--- src/rtl/csr_pkg.sv ---
// Shared CSR addresses, writable-field masks and reset values for csr_file.
package csr_pkg;

    localparam int unsigned ADDR_W = 14;
    localparam int unsigned DATA_W = 32;

    localparam logic [ADDR_W-1:0] ADDR_CRMD   = 14'h000;
    localparam logic [ADDR_W-1:0] ADDR_PRMD   = 14'h001;
    localparam logic [ADDR_W-1:0] ADDR_ECFG   = 14'h004;
    localparam logic [ADDR_W-1:0] ADDR_ESTAT  = 14'h005;
    localparam logic [ADDR_W-1:0] ADDR_ERA    = 14'h006;
    localparam logic [ADDR_W-1:0] ADDR_EENTRY = 14'h00C;
    localparam logic [ADDR_W-1:0] ADDR_SAVE0  = 14'h030;
    localparam logic [ADDR_W-1:0] ADDR_TID    = 14'h040;
    localparam logic [ADDR_W-1:0] ADDR_TCFG   = 14'h041;
    localparam logic [ADDR_W-1:0] ADDR_TVAL   = 14'h042;
    localparam logic [ADDR_W-1:0] ADDR_TICLR  = 14'h044;

    // Software-writable bits of each CSR
    localparam logic [DATA_W-1:0] WMASK_CRMD   = 32'h0000_01FF;
    localparam logic [DATA_W-1:0] WMASK_PRMD   = 32'h0000_0007;
    localparam logic [DATA_W-1:0] WMASK_ECFG   = 32'h0000_1BFF;
    localparam logic [DATA_W-1:0] WMASK_ESTAT  = 32'h0000_0003;
    localparam logic [DATA_W-1:0] WMASK_EENTRY = 32'hFFFF_FFC0;
    localparam logic [DATA_W-1:0] WMASK_ALL    = 32'hFFFF_FFFF;

    localparam int unsigned CRMD_IE      = 2;
    localparam int unsigned MODE_W       = 3;
    localparam int unsigned IS_W         = 13;
    localparam int unsigned ESTAT_IS_TI  = 11;
    localparam int unsigned TCFG_EN      = 0;
    localparam int unsigned TCFG_PERIOD  = 1;
    localparam int unsigned TICLR_CLR    = 0;

    localparam logic [DATA_W-1:0] CRMD_RST = 32'h0000_0008;

    function automatic logic [DATA_W-1:0] csr_merge(
        input logic [DATA_W-1:0] old_v,
        input logic [DATA_W-1:0] data,
        input logic [DATA_W-1:0] mask,
        input logic [DATA_W-1:0] wmask
    );
        logic [DATA_W-1:0] m;
        m = mask & wmask;
        return (old_v & ~m) | (data & m);
    endfunction

endpackage

--- src/rtl/csr_timer.sv ---
// Countdown timer: TCFG register, TVAL counter and a one-cycle expiry indication.
module csr_timer
    import csr_pkg::*;
(
    input  logic        clk,
    input  logic        rst,
    input  logic        i_tcfg_we,
    input  logic [31:0] i_tcfg_wdata,
    output logic [31:0] o_tcfg,
    output logic [31:0] o_tval,
    output logic        o_expire_c
);

    logic [31:0] r_tcfg;
    logic [31:0] r_tval;
    logic [31:0] w_reload_new;
    logic [31:0] w_reload_cur;

    assign w_reload_new = {i_tcfg_wdata[31:2], 2'b00};
    assign w_reload_cur = {r_tcfg[31:2], 2'b00};
    assign o_expire_c   = r_tcfg[TCFG_EN] && (r_tval == 32'd1);

    // A TCFG write reloads the counter even on the cycle it would expire
    always_ff @(posedge clk) begin
        if (rst) begin
            r_tcfg <= '0;
            r_tval <= '0;
        end else if (i_tcfg_we) begin
            r_tcfg <= i_tcfg_wdata;
            r_tval <= w_reload_new;
        end else if (o_expire_c) begin
            r_tval <= r_tcfg[TCFG_PERIOD] ? w_reload_cur : 32'd0;
        end else if (r_tcfg[TCFG_EN] && (r_tval != 32'd0)) begin
            r_tval <= r_tval - 32'd1;
        end
    end

    assign o_tcfg = r_tcfg;
    assign o_tval = r_tval;

endmodule

--- src/rtl/csr_file.sv ---
// Privileged CSR file: mode/exception CSRs, SAVE scratch registers and an optional timer.
// Timer CSRs (TID/TCFG/TVAL/TICLR, ESTAT.IS[11]) exist only when CSR_TIMER_EN is defined.
module csr_file
    import csr_pkg::*;
#(
    parameter int unsigned SAVE_NUM = 4,
    parameter logic [31:0] TID_INIT = 32'h0
) (
    input  logic        clk,
    input  logic        rst,
    input  logic [13:0] i_rd_addr,
    output logic [31:0] o_rd_data,
    input  logic        i_wr_en,
    input  logic [13:0] i_wr_addr,
    input  logic [31:0] i_wr_data,
    input  logic [31:0] i_wr_mask,
    input  logic        i_ex_valid,
    input  logic [5:0]  i_ex_ecode,
    input  logic [31:0] i_ex_pc,
    input  logic        i_ertn_valid,
    input  logic [7:0]  i_hw_int,
    output logic [31:0] o_ex_entry,
    output logic [31:0] o_ertn_pc,
    output logic [1:0]  o_cur_plv,
    output logic        o_int_pending
);

    logic [31:0] r_crmd;
    logic [31:0] r_prmd;
    logic [31:0] r_ecfg;
    logic [31:0] r_era;
    logic [31:0] r_eentry;
    logic [1:0]  r_is_sw;
    logic [7:0]  r_is_hw;
    logic [5:0]  r_ecode;
    logic [31:0] r_save [SAVE_NUM];

    logic        w_ertn;
    logic        w_wr_crmd;
    logic        w_wr_prmd;
    logic        w_wr_ecfg;
    logic        w_wr_estat;
    logic        w_wr_era;
    logic        w_wr_eentry;
    logic [1:0]  w_is_sw_mask;
    logic        w_is_ti;
    logic [31:0] w_estat;
    logic [31:0] w_tid;
    logic [31:0] w_tcfg;
    logic [31:0] w_tval;
    logic [31:0] w_save_rd;
    logic [31:0] w_rd_data;

    assign w_ertn      = i_ertn_valid && !i_ex_valid;
    assign w_wr_crmd   = i_wr_en && (i_wr_addr == ADDR_CRMD);
    assign w_wr_prmd   = i_wr_en && (i_wr_addr == ADDR_PRMD);
    assign w_wr_ecfg   = i_wr_en && (i_wr_addr == ADDR_ECFG);
    assign w_wr_estat  = i_wr_en && (i_wr_addr == ADDR_ESTAT);
    assign w_wr_era    = i_wr_en && (i_wr_addr == ADDR_ERA);
    assign w_wr_eentry = i_wr_en && (i_wr_addr == ADDR_EENTRY);
    assign w_is_sw_mask = i_wr_mask[1:0] & WMASK_ESTAT[1:0];

    // Exception entry beats ertn, and both beat a software write to the CSRs they update
    always_ff @(posedge clk) begin
        if (rst) begin
            r_crmd <= CRMD_RST;
        end else if (i_ex_valid) begin
            r_crmd <= {r_crmd[31:MODE_W], 3'b000};
        end else if (w_ertn) begin
            r_crmd <= {r_crmd[31:MODE_W], r_prmd[MODE_W-1:0]};
        end else if (w_wr_crmd) begin
            r_crmd <= csr_merge(r_crmd, i_wr_data, i_wr_mask, WMASK_CRMD);
        end
    end

    always_ff @(posedge clk) begin
        if (rst) begin
            r_prmd <= '0;
            r_era  <= '0;
        end else if (i_ex_valid) begin
            r_prmd <= {r_prmd[31:MODE_W], r_crmd[MODE_W-1:0]};
            r_era  <= i_ex_pc;
        end else begin
            if (w_wr_prmd) begin
                r_prmd <= csr_merge(r_prmd, i_wr_data, i_wr_mask, WMASK_PRMD);
            end
            if (w_wr_era) begin
                r_era <= csr_merge(r_era, i_wr_data, i_wr_mask, WMASK_ALL);
            end
        end
    end

    always_ff @(posedge clk) begin
        if (rst) begin
            r_ecfg   <= '0;
            r_eentry <= '0;
        end else begin
            if (w_wr_ecfg) begin
                r_ecfg <= csr_merge(r_ecfg, i_wr_data, i_wr_mask, WMASK_ECFG);
            end
            if (w_wr_eentry) begin
                r_eentry <= csr_merge(r_eentry, i_wr_data, i_wr_mask, WMASK_EENTRY);
            end
        end
    end

    // ESTAT: hardware lines are resampled every cycle, SW bits and Ecode as written
    always_ff @(posedge clk) begin
        if (rst) begin
            r_is_sw <= '0;
            r_is_hw <= '0;
            r_ecode <= '0;
        end else begin
            r_is_hw <= i_hw_int;
            if (i_ex_valid) begin
                r_ecode <= i_ex_ecode;
            end else if (w_wr_estat) begin
                r_is_sw <= (r_is_sw & ~w_is_sw_mask) | (i_wr_data[1:0] & w_is_sw_mask);
            end
        end
    end

    always_ff @(posedge clk) begin
        if (rst) begin
            for (int unsigned i = 0; i < SAVE_NUM; i++) begin
                r_save[i] <= '0;
            end
        end else if (i_wr_en) begin
            for (int unsigned i = 0; i < SAVE_NUM; i++) begin
                if (i_wr_addr == ADDR_SAVE0 + 14'(i)) begin
                    r_save[i] <= csr_merge(r_save[i], i_wr_data, i_wr_mask, WMASK_ALL);
                end
            end
        end
    end

`ifdef CSR_TIMER_EN
    logic [31:0] r_tid;
    logic        r_is_ti;
    logic        w_tcfg_we;
    logic [31:0] w_tcfg_new;
    logic        w_expire;
    logic        w_ticlr_clr;

    assign w_tcfg_we   = i_wr_en && (i_wr_addr == ADDR_TCFG);
    assign w_tcfg_new  = csr_merge(w_tcfg, i_wr_data, i_wr_mask, WMASK_ALL);
    assign w_ticlr_clr = i_wr_en && (i_wr_addr == ADDR_TICLR)
                         && i_wr_data[TICLR_CLR] && i_wr_mask[TICLR_CLR];

    csr_timer u_timer (
        .clk          (clk),
        .rst          (rst),
        .i_tcfg_we    (w_tcfg_we),
        .i_tcfg_wdata (w_tcfg_new),
        .o_tcfg       (w_tcfg),
        .o_tval       (w_tval),
        .o_expire_c   (w_expire)
    );

    always_ff @(posedge clk) begin
        if (rst) begin
            r_tid <= TID_INIT;
        end else if (i_wr_en && (i_wr_addr == ADDR_TID)) begin
            r_tid <= csr_merge(r_tid, i_wr_data, i_wr_mask, WMASK_ALL);
        end
    end

    // Expiry set takes precedence over a same-cycle TICLR clear
    always_ff @(posedge clk) begin
        if (rst) begin
            r_is_ti <= 1'b0;
        end else if (w_expire) begin
            r_is_ti <= 1'b1;
        end else if (w_ticlr_clr) begin
            r_is_ti <= 1'b0;
        end
    end

    assign w_is_ti = r_is_ti;
    assign w_tid   = r_tid;
`else
    assign w_is_ti = 1'b0;
    assign w_tid   = 32'h0;
    assign w_tcfg  = 32'h0;
    assign w_tval  = 32'h0;
`endif

    assign w_estat = {10'b0, r_ecode, 3'b000, 1'b0, w_is_ti, 1'b0, r_is_hw, r_is_sw};

    always_comb begin
        w_save_rd = 32'h0;
        for (int unsigned i = 0; i < SAVE_NUM; i++) begin
            if (i_rd_addr == ADDR_SAVE0 + 14'(i)) begin
                w_save_rd = r_save[i];
            end
        end
    end

    always_comb begin
        w_rd_data = 32'h0;
        case (i_rd_addr)
            ADDR_CRMD:   w_rd_data = r_crmd;
            ADDR_PRMD:   w_rd_data = r_prmd;
            ADDR_ECFG:   w_rd_data = r_ecfg;
            ADDR_ESTAT:  w_rd_data = w_estat;
            ADDR_ERA:    w_rd_data = r_era;
            ADDR_EENTRY: w_rd_data = r_eentry;
            ADDR_TID:    w_rd_data = w_tid;
            ADDR_TCFG:   w_rd_data = w_tcfg;
            ADDR_TVAL:   w_rd_data = w_tval;
            default:     w_rd_data = w_save_rd;
        endcase
    end

    assign o_rd_data     = w_rd_data;
    assign o_ex_entry    = r_eentry;
    assign o_ertn_pc     = r_era;
    assign o_cur_plv     = r_crmd[1:0];
    assign o_int_pending = r_crmd[CRMD_IE] && (|(w_estat[IS_W-1:0] & r_ecfg[IS_W-1:0]));

endmodule

--- config.mk ---
export PLATFORM = sky130hd
export DESIGN_NAME = csr_file
export DESIGN_NICKNAME = d
export VERILOG_FILES = /design/src/rtl/csr_pkg.sv /design/src/rtl/csr_timer.sv /design/src/rtl/csr_file.sv
export SDC_FILE = /design/constraint.sdc
export NUM_CORES = 1
export LEC_CHECK = 0
export CAP_MARGIN = 25
export CORE_MARGIN = 2
export CORE_UTILIZATION = 52
export CTS_CLUSTER_SIZE = 20
export DETAILED_ROUTE_END_ITERATION = 8
export PLACE_DENSITY = 0.81
export SYNTH_ARGS = -nofsm -noshare
export SYNTH_HDL_FRONTEND = slang
export SYNTH_SLANG_ARGS = --single-unit
--- constraint.sdc ---
create_clock -name clk -period 3.7 [get_ports clk]
set_clock_uncertainty 0.2 [all_clocks]
set_input_delay 0.37 -clock clk [delete_from_list [all_inputs] [get_ports clk]]
set_output_delay 0.37 -clock clk [all_outputs]
set_load 0.01 [all_outputs]
## Word level (Yosys, flattened, before mapping)

Memory sizes are Yosys's and may differ from the RTL's.
Cells that the tools add are included.

| cells by class | value |
|---|---|
| reductions and logical operators | 20 |
| mux-type cells | 33 |
| bitwise operators | 39 |
| equality and inequality tests | 21 |

Operators with widths:

| kind | count |
|---|---|
| bitwise AND 32 bit | 11 |
| 2-to-1 mux 32 bit | 10 |
| bitwise OR 32 bit | 9 |
| one-hot mux 32 bit (7 select lines) | 1 |
| equality test 14 x 6 -> 1 bit (second input constant) | 8 |
| equality test 14 x 3 -> 1 bit (second input constant) | 6 |
| NOT 32 bit | 2 |
| equality test 14 x 7 -> 1 bit (second input constant) | 3 |
| bitwise AND 32 x 13 -> 32 bit | 1 |
| bitwise AND 32 x 3 -> 32 bit | 1 |
| bitwise AND 32 x 9 -> 32 bit | 1 |
| NOT 13 -> 32 bit | 1 |
| NOT 3 -> 32 bit | 1 |
| NOT 9 -> 32 bit | 1 |
| equality test 14 x 1 -> 1 bit (second input constant) | 2 |
| equality test 14 x 4 -> 1 bit (second input constant) | 2 |
| zero test 14 bit | 2 |
| 2-to-1 mux 1 bit | 18 |
| bitwise AND 10 x 13 -> 13 bit | 1 |
| OR reduction 13 bit | 1 |
| 2-to-1 mux 3 bit | 4 |
| logical AND 1 bit | 8 |
| nonzero test 2 bit | 3 |
| bitwise AND 2 bit | 2 |
| other kinds (9) | 14 |

| storage, ports and cells | value |
|---|---|
| memories | 1 |
| register bits | 176 |
| output and inout port bits | 99 |
| bits in writable memories | 128 |
| logic and storage cells | 124 |

Memory list:

| name | words | bits a word | rd ports | clocked after Yosys merged registers in | wr ports | RTL line | source |
|---|---|---|---|---|---|---|---|
| r_save | 4 | 32 | 4 | 0 | 4 | csr_file.sv:36 | `logic [31:0] r_save [SAVE_NUM];` |

## Depth between registers and ports, before layout

Gate-level depths: netlist of run 1.

| logic depth | value |
|---|---|
| depth in word-level cells | 6 |
| mapped depth | 8 |
| gate-level depth less buffers | 4 |

## Worst setup path after synthesis of run 1

Ideal clock, no wire load.

| timing path | value |
|---|---|
| path type | input to register |
| start point | input port i_wr_addr[7] |
| end point | memory r_save[3][0] (enable) |
| arrival | 2,156 ps |
| library setup time | 390 ps |
| setup slack | 954 ps |
| buffers on the path | 0 |
| stages | 3 |
| cells stage by stage | or4_4 > nor3_1 > a41o_1 |

RTL lines:

| item | RTL line | source |
|---|---|---|
| from (decl) | csr_file.sv:14 | `input logic [13:0] i_wr_addr,` |
| to (decl) | csr_file.sv:36 |  |

## Worst setup path after layout of run 1

| timing path | value |
|---|---|
| start point | input port i_rd_addr[4] |
| end point | output port o_rd_data[11] |

| between the ends | value |
|---|---|
| longest elaborated chain between the ends | 6 |

Ends and longest elaborated chain:

| item | RTL line | source |
|---|---|---|
| from (decl) | csr_file.sv:11 | `input logic [13:0] i_rd_addr,` |
| equality test 14 x 6 -> 1 bit | csr_file.sv:193 | `if (i_rd_addr == ADDR_SAVE0 + 14'(i)) begin` |
| 2-to-1 mux 32 bit (4 in a row) | csr_file.sv:193 |  |
| one-hot mux 32 bit (7 select lines) (*) | csr_file.sv:201 | `case (i_rd_addr)` |
| to (decl) | csr_file.sv:12 | `output logic [31:0] o_rd_data,` |

Every way passes the cells marked *; elsewhere a longest branch is shown, timed or not.

==> results of run 1 <==
==> report_power, final <==
group / internal [mW] / total [mW] / switching [mW]
clock: 1.47 / 2.46 / 0.985
sequential: 2.73 / 2.79 / 0.0584
combinational: 0.315 / 0.647 / 0.332
==> final cells by class <==
type / count / area, um^2
flip-flops and latches: 226 / 5806
clock inverters: 9 / 116.4
well taps: 285 / 356.6
clock buffers: 36 / 676.9
inverters: 79 / 296.5
fillers: 1759 / 7092
repair buffers: 278 / 2773
multi-input cells: 812 / 5524
==> cells in the final DEF, fill, tap and decap left out, types with 12 or more instances in the layout <==
| master | count |
|---|---|
| clkdlybuf4s50_1 | 231 |
| nand2_1 | 180 |
| a21oi_1 | 144 |
| edfxtp_1 | 128 |
| dfxtp_1 | 98 |
| inv_1 | 79 |
| o21ai_0 | 37 |
| a221oi_1 | 37 |
| buf_4 | 36 |
| and3_1 | 33 |
| a31oi_1 | 33 |
| mux2i_1 | 32 |
| mux4_2 | 27 |
| a21boi_0 | 26 |
| clkbuf_16 | 25 |
| o21ba_2 | 23 |
| nor2_1 | 21 |
| nand4_1 | 21 |
| and2_1 | 17 |
| a221o_1 | 16 |
| nor2b_1 | 13 |
| a22oi_1 | 12 |
==> per-layer routing <==
| layer | wire length (um) | track usage [%] | vias to the layer above |
|---|---|---|---|
| met5 | 13 | 0 | - |
| met4 | 1073 | 9.087 | 2 |
| met3 | 3627 | 5.278 | 98 |
| met2 | 18210 | 51.18 | 604 |
| met1 | 14830 | 40.24 | 5327 |
| li1 | - | - | 4956 |
==> final timing paths <==
kind                      from       endpoint  slack [ns]  cells after the start
hold reg to reg      flip-flop      flip-flop        0.29                      1
setup / recovery  i_rd_addr[4]  o_rd_data[11]        0.20                      7
hold / removal             rst      flip-flop        0.11                      2
setup reg to reg     flip-flop      flip-flop        2.46                      4
==> stage by stage <==
step	total power, mW	instances	setup WS, ns
floorplan	3.120	1208	0.9536
global placement	3.462	1680	0.2533
detailed placement	3.474	1680	0.2475
CTS	5.907	1725	0.2349
global route	6.059	1725	0.07705
finish	5.894	1725	0.1986
==> kinds of logic after synthesis <==
family	synth area share (%)
buffers and inverters	6.004
other	0.03124
AND/OR/NAND/NOR	15.97
flip-flops	48.36
multiplexers	8.109
AO/OA/AOI/OAI	21.52
==> synthesized netlist by cell type, types with 6 or more instances <==
library cell,count
a21boi_0,26
a21oi_1,144
a221o_1,16
a221oi_1,37
a22oi_1,12
a31o_2,7
a31oi_1,33
a32oi_1,8
and2_1,17
and3_1,33
buf_2,13
buf_4,11
clkbuf_1,59
dfxtp_1,98
edfxtp_1,128
inv_1,79
mux2i_1,32
mux4_2,27
nand2_1,180
nand3_1,11
nand4_1,21
nor2_1,21
nor2b_1,13
nor3_1,6
nor4bb_1,7
o21ai_0,37
o21ba_1,9
o21ba_2,23
o221ai_1,10
==> worst max-delay path, stage by stage <==
cell,delay [ns]
clkdlybuf4s50_1,0.46
or4_1,0.69
nor2_1,0.26
and3_1,0.26
buf_12,0.18
a221o_1,0.17
clkdlybuf4s50_1,0.53
==> impl_results.md, run 1 <==
- Die Y: 155.9 um
- Die Wd: 155.9 um
- Ranking of synthesized cells by area: edfxtp_1 (32%), dfxtp_1 (16%), a21oi_1 (6.0%)
- Antenna diodes: 0
- Cell count after synthesis: 1203
- # hold bufs at CTS: 0
- Final Hold Viols: 0
- Synth Warn #: 0
- Sequential-to-total area share from yosys stat: 48.36%
- Final Max Slew Viols: 0
- Vias in the first global route: 10.83k
- Top FF cell, synth: edfxtp_1
- Endpoint arrival time on the critical path: 2.93 ns
- Post-CTS Setup Inserts: 0
- Synth unique cells: 67
- CTS root buf: clkbuf_16
- Post-route cell area: 0.01555 mm^2
- First-pass GRT wire length: 58280 um
- PwrDens: 379.0 mW/mm^2
- Yosys top cell by area: edfxtp_1
- CP required: 3.13 ns
- VDD IR max: 0.3508 mV
- Core Box Area: 0.02264 mm^2
- Largest net degree at the start of global routing: 88
- # IOs: 242
- Worst skew pair latency: 0.50 ns
- Grt ovf: 0
- Yosys top cell area share: 32.02%
- Min-delay worst type: input pin to flip-flop
- Pleak: 5.849 nW
- Gr usage total: 30.33%
- CTS Sinks: 226
- DRT Pass-1 Iters: 5
- RSZ-0062 raised after global routing: false
- H-tree depth: 1
- Placed cell area: 0.01476 mm^2
- Crit Path Category: input pin to primary output
- Syn avg cell area: 9.978 um^2
- Crit path capture type: primary output
- Drt drc: 0
- Final WL: 37760 um
- Post-DRT Antenna Nets: 0
- Worst Max-Slew Pin Slew: 1.051 ns
- Tcrit/Tclk final: 94.63%
- Slew HR: 29.94%
- Area Growth Syn to Fin: 29.53%
- Post-synth EDFFs: 128
- Post-DR vias/cell: 6.369
- Resized Gates After CTS: 0
- Initial antenna violation count: 2
- Iter 0 DRT Violations: 1116
- Routed len/inst: 21.89 um
- Layout cells sized above 1: 11.04%
- CTS tree: built
- Worst Path Max Fanout: 16
- CTS clock-pin slew for the worst setup and hold paths: 0.06 ns
- Die ar.: 0.02432 mm^2
- Fin crit period: 3.501 ns
- Critical Path Source Type: input pin
- CTS Buf Count: 25
- Hold Slack: 0.1073 ns
- GP Congestion: 0.9510
- Maxcap violations: 0
- FMAX: 0.2856 GHz
- Number of synthesized register bits: 226
- Post-DP HPWL: 25100 um
- Setup Viol. Count Final: 0
- Starting Density: 53.02%
- Fin util: 68.68%
- Cell row count: 55
- I/O Buffers: 235
- Async S/R FF share, synth: 0%
- Status: finished clean
- Setup TNS: 0 ns
- Worst-case clock buffer depth: 3
- Layout net count: 1565
- DR vias: 10.99k
- Synth Cell Area: 0.01200 mm^2
No activity file was read; power rests on OpenSTA's default activity.
==> run 2, diff against run 1 <==
- ABC_CLOCK_PERIOD_IN_PS: default -> 3700
- GPL_ROUTABILITY_DRIVEN: default -> 0
==> results of run 2 <==
Same layout as run 1: the final DEF is identical, and so are final timing and power.
==> run 3, diff against run 2 <==
- CAP_MARGIN: 25 -> 30
- SYNTH_HIERARCHICAL: default -> 1
==> results of run 3 <==
Same layout as run 1: the final DEF is identical, and so are final timing and power.
Main changes from that run: Yosys warning count 0 -> 6
